## src/rtl/game_state_ctl.sv

```systemverilog
`default_nettype none
// +--------------------------------------------------------------------------+
// | Module   : game_state_ctl                                                |
// | Purpose  : Game-level controller for a tile-uncovering puzzle game.      |
// |            Tracks IDLE / PLAYING / LOST / WON, counts uncovered safe     |
// |            tiles against the level target, and keeps an elapsed-seconds  |
// |            timer derived from the per-frame tick.                        |
// | Ports    : clk            - pixel clock, rising edge                     |
// |            rst            - synchronous active-high reset                |
// |            start          - pulse, begins a game (IDLE only)             |
// |            restart        - pulse, abandons any state back to IDLE       |
// |            frame_tick     - pulse, one per video frame                   |
// |            safe_cells     - non-mine tile count, sampled on start        |
// |            tile_reveal    - pulse per newly uncovered tile               |
// |            reveal_is_mine - qualifies tile_reveal (1 = mine)             |
// |            playing        - high in PLAYING                              |
// |            game_over      - loss indication for the text overlay         |
// |            game_won       - win indication for the text overlay          |
// |            revealed_cnt   - safe tiles uncovered this game               |
// |            elapsed_sec    - whole seconds spent in PLAYING               |
// | Options  : GAME_OVER_BLINK_EN - when defined, game_over blinks in LOST,  |
// |            toggling every 32 frame ticks; otherwise it is steady high.   |
// | Revision : 1.0 - initial release                                         |
// +--------------------------------------------------------------------------+
module game_state_ctl #(
   parameter int SAFE_W         = 10,
   parameter int FRAMES_PER_SEC = 60,
   parameter int TIME_MAX       = 999
) (
   input  logic              clk,
   input  logic              rst,
   input  logic              start,
   input  logic              restart,
   input  logic              frame_tick,
   input  logic [SAFE_W-1:0] safe_cells,
   input  logic              tile_reveal,
   input  logic              reveal_is_mine,
   output logic              playing,
   output logic              game_over,
   output logic              game_won,
   output logic [SAFE_W-1:0] revealed_cnt,
   output logic [9:0]        elapsed_sec
);

   localparam int c_div_w = (FRAMES_PER_SEC > 1) ? $clog2(FRAMES_PER_SEC) : 1;

   typedef enum logic [1:0] {
      ST_IDLE    = 2'd0,
      ST_PLAYING = 2'd1,
      ST_LOST    = 2'd2,
      ST_WON     = 2'd3
   } state_t;

   state_t              state_q, state_d;
   logic [SAFE_W-1:0]   target_q, target_d;
   logic [SAFE_W-1:0]   revealed_cnt_q, revealed_cnt_d;
   logic [9:0]          elapsed_sec_q, elapsed_sec_d;
   logic [c_div_w-1:0]  frame_div_q, frame_div_d;
   logic                playing_q, playing_d;
   logic                game_over_q, game_over_d;
   logic                game_won_q, game_won_d;
`ifdef GAME_OVER_BLINK_EN
   logic [4:0]          blink_cnt_q, blink_cnt_d;
`endif

   always_comb begin
      state_d        = state_q;
      target_d       = target_q;
      revealed_cnt_d = revealed_cnt_q;
      elapsed_sec_d  = elapsed_sec_q;
      frame_div_d    = frame_div_q;
      playing_d      = playing_q;
      game_over_d    = game_over_q;
      game_won_d     = game_won_q;
`ifdef GAME_OVER_BLINK_EN
      blink_cnt_d    = blink_cnt_q;
`endif

      if (restart) begin
         // Restart wins over every other same-cycle event.
         state_d        = ST_IDLE;
         target_d       = '0;
         revealed_cnt_d = '0;
         elapsed_sec_d  = '0;
         frame_div_d    = '0;
         playing_d      = 1'b0;
         game_over_d    = 1'b0;
         game_won_d     = 1'b0;
`ifdef GAME_OVER_BLINK_EN
         blink_cnt_d    = '0;
`endif
      end else begin
         unique case (state_q)
            ST_IDLE: begin
               if (start) begin
                  target_d       = safe_cells;
                  revealed_cnt_d = '0;
                  elapsed_sec_d  = '0;
                  frame_div_d    = '0;
                  // A level with no safe tiles is won immediately.
                  if (safe_cells == '0) begin
                     state_d    = ST_WON;
                     game_won_d = 1'b1;
                  end else begin
                     state_d   = ST_PLAYING;
                     playing_d = 1'b1;
                  end
               end
            end

            ST_PLAYING: begin
               // Timer and reveal are independent; both act in the same cycle.
               if (frame_tick) begin
                  if (frame_div_q == c_div_w'(FRAMES_PER_SEC - 1)) begin
                     frame_div_d = '0;
                     if (elapsed_sec_q < 10'(TIME_MAX))
                        elapsed_sec_d = elapsed_sec_q + 10'd1;
                  end else begin
                     frame_div_d = frame_div_q + c_div_w'(1);
                  end
               end
               if (tile_reveal) begin
                  if (reveal_is_mine) begin
                     state_d     = ST_LOST;
                     playing_d   = 1'b0;
                     game_over_d = 1'b1;
`ifdef GAME_OVER_BLINK_EN
                     blink_cnt_d = '0;
`endif
                  end else if (revealed_cnt_q < target_q) begin
                     revealed_cnt_d = revealed_cnt_q + SAFE_W'(1);
                     if (revealed_cnt_q + SAFE_W'(1) == target_q) begin
                        state_d    = ST_WON;
                        playing_d  = 1'b0;
                        game_won_d = 1'b1;
                     end
                  end
               end
            end

            ST_LOST: begin
`ifdef GAME_OVER_BLINK_EN
               // The 32nd tick of each period flips the overlay text.
               if (frame_tick) begin
                  blink_cnt_d = blink_cnt_q + 5'd1;
                  if (blink_cnt_q == 5'd31)
                     game_over_d = ~game_over_q;
               end
`endif
            end

            ST_WON: begin
            end

            default: begin
               state_d = ST_IDLE;
            end
         endcase
      end
   end

   always_ff @(posedge clk) begin
      if (rst) begin
         state_q        <= ST_IDLE;
         target_q       <= '0;
         revealed_cnt_q <= '0;
         elapsed_sec_q  <= '0;
         frame_div_q    <= '0;
         playing_q      <= 1'b0;
         game_over_q    <= 1'b0;
         game_won_q     <= 1'b0;
`ifdef GAME_OVER_BLINK_EN
         blink_cnt_q    <= '0;
`endif
      end else begin
         state_q        <= state_d;
         target_q       <= target_d;
         revealed_cnt_q <= revealed_cnt_d;
         elapsed_sec_q  <= elapsed_sec_d;
         frame_div_q    <= frame_div_d;
         playing_q      <= playing_d;
         game_over_q    <= game_over_d;
         game_won_q     <= game_won_d;
`ifdef GAME_OVER_BLINK_EN
         blink_cnt_q    <= blink_cnt_d;
`endif
      end
   end

   assign playing      = playing_q;
   assign game_over    = game_over_q;
   assign game_won     = game_won_q;
   assign revealed_cnt = revealed_cnt_q;
   assign elapsed_sec  = elapsed_sec_q;

endmodule
`default_nettype wire

```

## config.mk

```make
export PLATFORM = sky130hd
export DESIGN_NAME = game_state_ctl
export DESIGN_NICKNAME = d
export VERILOG_FILES = /design/src/rtl/game_state_ctl.sv
export SDC_FILE = /design/constraint.sdc
export NUM_CORES = 1
export LEC_CHECK = 0
export BUFFER_PORTS_ARGS = -buffer_cell sky130_fd_sc_hd__buf_2
export CORE_MARGIN = 2
export CORE_UTILIZATION = 51
export CTS_CLUSTER_SIZE = 28
export DETAILED_ROUTE_END_ITERATION = 10
export PLACE_DENSITY = 0.75
export RECOVER_POWER = 50
export SETUP_SLACK_MARGIN = 0.2
export SLEW_MARGIN = 0
export SYNTH_ARGS = -nofsm -noshare
export SYNTH_HDL_FRONTEND = slang
export SYNTH_SLANG_ARGS = --single-unit
export TNS_END_PERCENT = 30
```

## constraint.sdc

```tcl
create_clock -name clk -period 3 [get_ports clk]
set_input_delay 0.6 -clock clk [delete_from_list [all_inputs] [get_ports clk]]
set_output_delay 0.6 -clock clk [all_outputs]
set_load 0.05 [all_outputs]
```

[Word-level counts from Yosys, hierarchy flattened]
Cells that the tools add are included.
Operators by class
  reductions and logical operators: 12
  muxes and demuxes: 34
  equality and inequality tests: 15
  magnitude comparators: 2
  add/subtract/negate cells: 3
Operators by type and width (count)
  $mux 10: 7
  $pmux 10 s2: 2
  $add 10x1->10 const B: 2
  $ne 2x2->1 const B: 10
  $mux 6: 3
  $reduce_and 5->1: 3
  $mux 1: 12
  $mux 2: 6
  $pmux 6 s2: 1
  $eq 10x10->1: 1
  $logic_not 10->1: 1
  $lt 10x10->1: 1
  $lt 10x10->1 const B: 1
  $reduce_and 7->1: 1
  $add 6x1->6 const B: 1
  $eq 6x6->1 const B: 1
  $ne 3x3->1 const B: 2
  $reduce_and 3->1: 2
  $reduce_and 6->1: 1
  $pmux 1 s2: 2
  $pmux 2 s2: 1
  $eq 2x1->1 const B: 1
  $logic_not 2->1: 1
  $reduce_and 2->1: 1
  other kinds (2): 2
Word-level totals
  register bits after elaboration: 41
  output and inout bits: 23

[Longest topological paths before layout]
  depth in word-level cells: 7
  gate-level depth with buffers: 8

[Least setup slack after synthesis]
Ideal clock, no wire load.
  path kind: reg-to-reg
  start point: register revealed_cnt_q[7] (netlist: revealed_cnt[7])
  end point: register revealed_cnt_q[4] (netlist: revealed_cnt[4])
  stages on the path, launching flop included: 8
  library setup time: 0.074 ns
  setup slack: 0.322 ns
  buffers on the path: 0
  arrival: 2.604 ns
  data required time: 2.926 ns
  path through: dfxtp_1 ha_1 a211oi_2 o21ai_1 nor4_2 nor2_1 or4_1 a31oi_1
Between the ends
  longest elaborated chain between the ends: 3
RTL lines
  from (decl): line 56  | logic [SAFE_W-1:0] revealed_cnt_q, revealed_cnt_d;
  from (signal assigned): line 178  | revealed_cnt_q <= revealed_cnt_d;
  $lt 10x10->1: line 130  | end else if (revealed_cnt_q < target_q) begin
  $ne 2x2->1 (no source line)
  $reduce_and 5->1 (no source line)
Every way passes these cells.
A chain may end at the register's enable or synchronous reset.

[Final worst setup path]
  start point: register target_q[7]
  end point: register revealed_cnt_q[9] (netlist: revealed_cnt[9])
Between the ends
  longest elaborated chain between the ends: 3
RTL lines
  from (decl): line 55  | logic [SAFE_W-1:0] target_q, target_d;
  from (signal assigned): line 177  | target_q <= target_d;
  $lt 10x10->1: line 130
  $ne 2x2->1 (no source line)
  $reduce_and 5->1 (no source line)
Every way passes these cells.

==> summary.txt <==
Power and ir drop
  – PD cells: 405 mW/mm^2
  – Switching Share: 26.9%
  – Sw power: 312 uW
  – Peak VDD IR: 0.265 mV
  – Leak pwr: 0.00106 uW
  – Internal Power: 846 uW
  – Logic pwr share: 11.8%
  – Clk pwr share: 39.9%
  – Reg power frac: 48.3%

Cells and area
  – Commonest non-fill, non-tap cell in the layout: dfxtp_1
  – Inserted Diodes: 0
  – Share of cells above drive strength 1: 10.1%
  – Filler cell count: 471
  – Post-route cell area: 0.00286 mm^2
  – Nets: 386
  – Most frequent cells in the layout: 41 x dfxtp_1, 33 x nor2_1, 32 x nand2_1
  – Area grow syn2layout: 13.2%
  – Non-Filler Instances: 424

CTS
  – Post-cts resize count: 0
  – CTS root buffer: clkbuf_8
  – Postcts setup bufs: 0
  – CTS Buf Count: 5
  – Clk slew on worst S/H paths: 0.09 ns
  – H-tree depth: 2
  – TritonCTS clock tree: built
  – Clock Latency Late Sink: 0.30 ns
  – Clock sink count: 41
  – Clock buffer depth: 2
  – Post-CTS Hold Fix Bufs: 0

Floorplan
  – Cell Rows: 25
  – Ports: 40
  – Die Ht: 74.3 um
  – Initial core utilization: 53.1%
  – Placeable Area: 0.00475 mm^2
  – Chip width: 74.3 um
  – Die area: 0.00553 mm^2

Yosys
  – Netlist cell types: 51
  – Asr flop ratio synth: 0%
  – Number of flops mapped to enable cells by yosys: 0
  – Yosys reg bits: 41
  – Seq/Total Area, Yosys: 32.5%
  – Syn_area_per_cell: 7.89 um^2
  – Mapped cell area: 0.00252 mm^2
  – Synth Net Count: 350
  – Synth Warn #: 0
  – Post-Syn Instances: 320
  – Primary FF master, synth: dfxtp_1

Placement
  – Gpl congestion: 0.914
  – Hpwl dp: 4820 um
  – Placed Area: 0.00277 mm^2
  – PortBufs: 39
  – Post-placement cell count: 416

STA
  – Final worst clock skew: 0.0121 ns
  – RSZ-0062 raised after global routing: yes
  – Final count of hold timing violations: 0
  – Fmax: 368 MHz
  – Actual slew at the worst max-slew pin: 1.11 ns
  – Final setup vio count: 0
  – Setup tns final: 0 ns
  – Final period util: 90.5%
  – Slew Viols, Final: 0
  – Hold slack: 0.484 ns
  – Minimum clock period: 2.72 ns
  – Slew headroom: 24.9%

Critical path
  – Critical path startpoint category: flop
  – Required @ worst endpoint: 3.20 ns
  – CP Data Arrival Time: 2.92 ns
  – Max stage delay on crit path: 0.44 ns
  – Crit path max fanout: 6
  – Crit-path cells: inv_1 > ha_1 > a211oi_2 > o21ai_1 > or3_1 > a211oi_2 > a41oi_1 > a311oi_1
  – CP dominant cell by count: a211oi_2
  – Highest-delay cell along the critical path: dfxtp_1
  – Worst reg-to-reg path cell count: 8
  – Crit end category: flop
  – Worst Setup Path Type: flop to flop

Hold path
  – Hold Path Cell Cnt: 2
  – Hold WC Path Type: flop to flop

Detailed routing
  – # DRC: 0
  – Antenna Violating Nets Remaining: 0
  – Via density: 5.98
  – Final wirelength: 6480 um
  – DR WL/cell: 15.3 um
  – Drt pass-1 iters: 5
  – DRT iter0 DRCs: 306
  – Routed via count: 2,536

Global route
  – First-pass GRT wire length: 10,700 um
  – Number of global-route vias before repair: 2,321
  – Gr usage total: 24.8%
  – Largest net degree at the start of global routing: 24
  – Gr ovfl total: 0
  – Antenna violations before repair: 0

Flow run
  – MaxCap Viol Count: 0

Outcome
  – Run status: finished, final reports clean
logic make-up after synthesis:
family / Yosys count / synth area share, %
multiplexers: 3 / 1.19
flip-flops: 41 / 32.5
buffers and inverters: 29 / 4.66
XOR/XNOR: 23 / 7.98
adder cells (fa/ha/maj): 13 / 6.45
AND/OR/NAND/NOR: 121 / 24.8
AO/OA/AOI/OAI: 90 / 22.4
Yosys cell counts, types with 3 or more instances:
master,n,area [um^2]
a211oi_1,4,30.0
a21oi_1,28,140
a31oi_1,8,50.1
and3_1,6,37.5
clkbuf_1,12,45.0
dfxtp_1,41,821
ha_1,13,163
inv_1,15,56.3
mux2i_1,3,30.0
nand2_1,32,120
nand2b_1,6,37.5
nand3_1,6,30.0
nand4_1,6,37.5
nor2_1,33,124
nor3_1,3,15.0
nor4_1,4,25.0
nor4b_1,4,35.0
o211ai_1,3,22.5
o21ai_0,24,120
o31ai_1,4,30.0
or3_1,3,18.8
or4_1,4,30.0
xnor2_1,14,123
xor2_1,9,78.8
critical path, delay by kind of cell (launching register included):
family	cells	cell delay (ns)
flip-flops	1	0.44
buffers and inverters	1	0.09
AND/OR/NAND/NOR	1	0.44
AO/OA/AOI/OAI	5	1.33
adder cells (fa/ha/maj)	1	0.31
sequential cells by signal, summed over array words and instances (netlist names):
name,flops
revealed_cnt,10
game_over,1
target_q,10
playing,1
state_q,2
game_won,1
elapsed_sec,10
frame_div_q,6
power groups by stage:
| stage | Clock, uW | Sequential [uW] | Combinational (uW) |
|---|---|---|---|
| final | 462 | 560 | 137 |
| after global routing | 482 | 561 | 151 |
| after CTS | 465 | 560 | 136 |
| after detailed placement | 0 | 572 | 135 |
| after global placement | 0 | 572 | 132 |
| after floorplan | 0 | 576 | 88.0 |
stage by stage:
step	setup slack (ns)	util, %	power [uW]
2_1_floorplan	0.322	-	664
3_3_place_gp	0.545	58.3	704
3_5_place_dp	0.398	58.3	708
4_1_cts	0.368	60.7	1160
5_1_grt	0.137	60.1	1190
6_report	0.284	60.1	1160
path summary, 6_finish.rpt:
path | from | endpoint | slack, ns
worst max-delay path | target_q[7]$_SDFFE_PP0P_ | revealed_cnt[9]$_SDFFE_PP0P_ | 0.28
worst min-delay path | frame_div_q[1]$_SDFFE_PP0P_ | frame_div_q[1]$_SDFFE_PP0P_ | 0.48
worst max register to register | target_q[7]$_SDFFE_PP0P_ | revealed_cnt[9]$_SDFFE_PP0P_ | 0.28
worst min register to register | frame_div_q[1]$_SDFFE_PP0P_ | frame_div_q[1]$_SDFFE_PP0P_ | 0.48
final cells by class:
class                   instances  area (um^2)  area share (%)
multi-input cells             250         1590            55.8
inverters                      15         56.3            1.97
well taps                      67         83.8            2.93
repair buffers                 43          188            6.57
clock inverters                 3         46.3            1.62
flip-flops and latches         41          821            28.7
clock buffers                   5         68.8            2.41
per-layer routing:
| metal | wire length, um | vias to the layer above | global-route usage (%) |
|---|---|---|---|
| met5 | 0 | - | 0 |
| met4 | 60 | 0 | 8.53 |
| met3 | 497 | 6 | 5.28 |
| met2 | 2960 | 128 | 38.3 |
| met1 | 2970 | 1167 | 34.4 |
| li1 | - | 1235 | - |
Power figures use the tool's default switching activity.
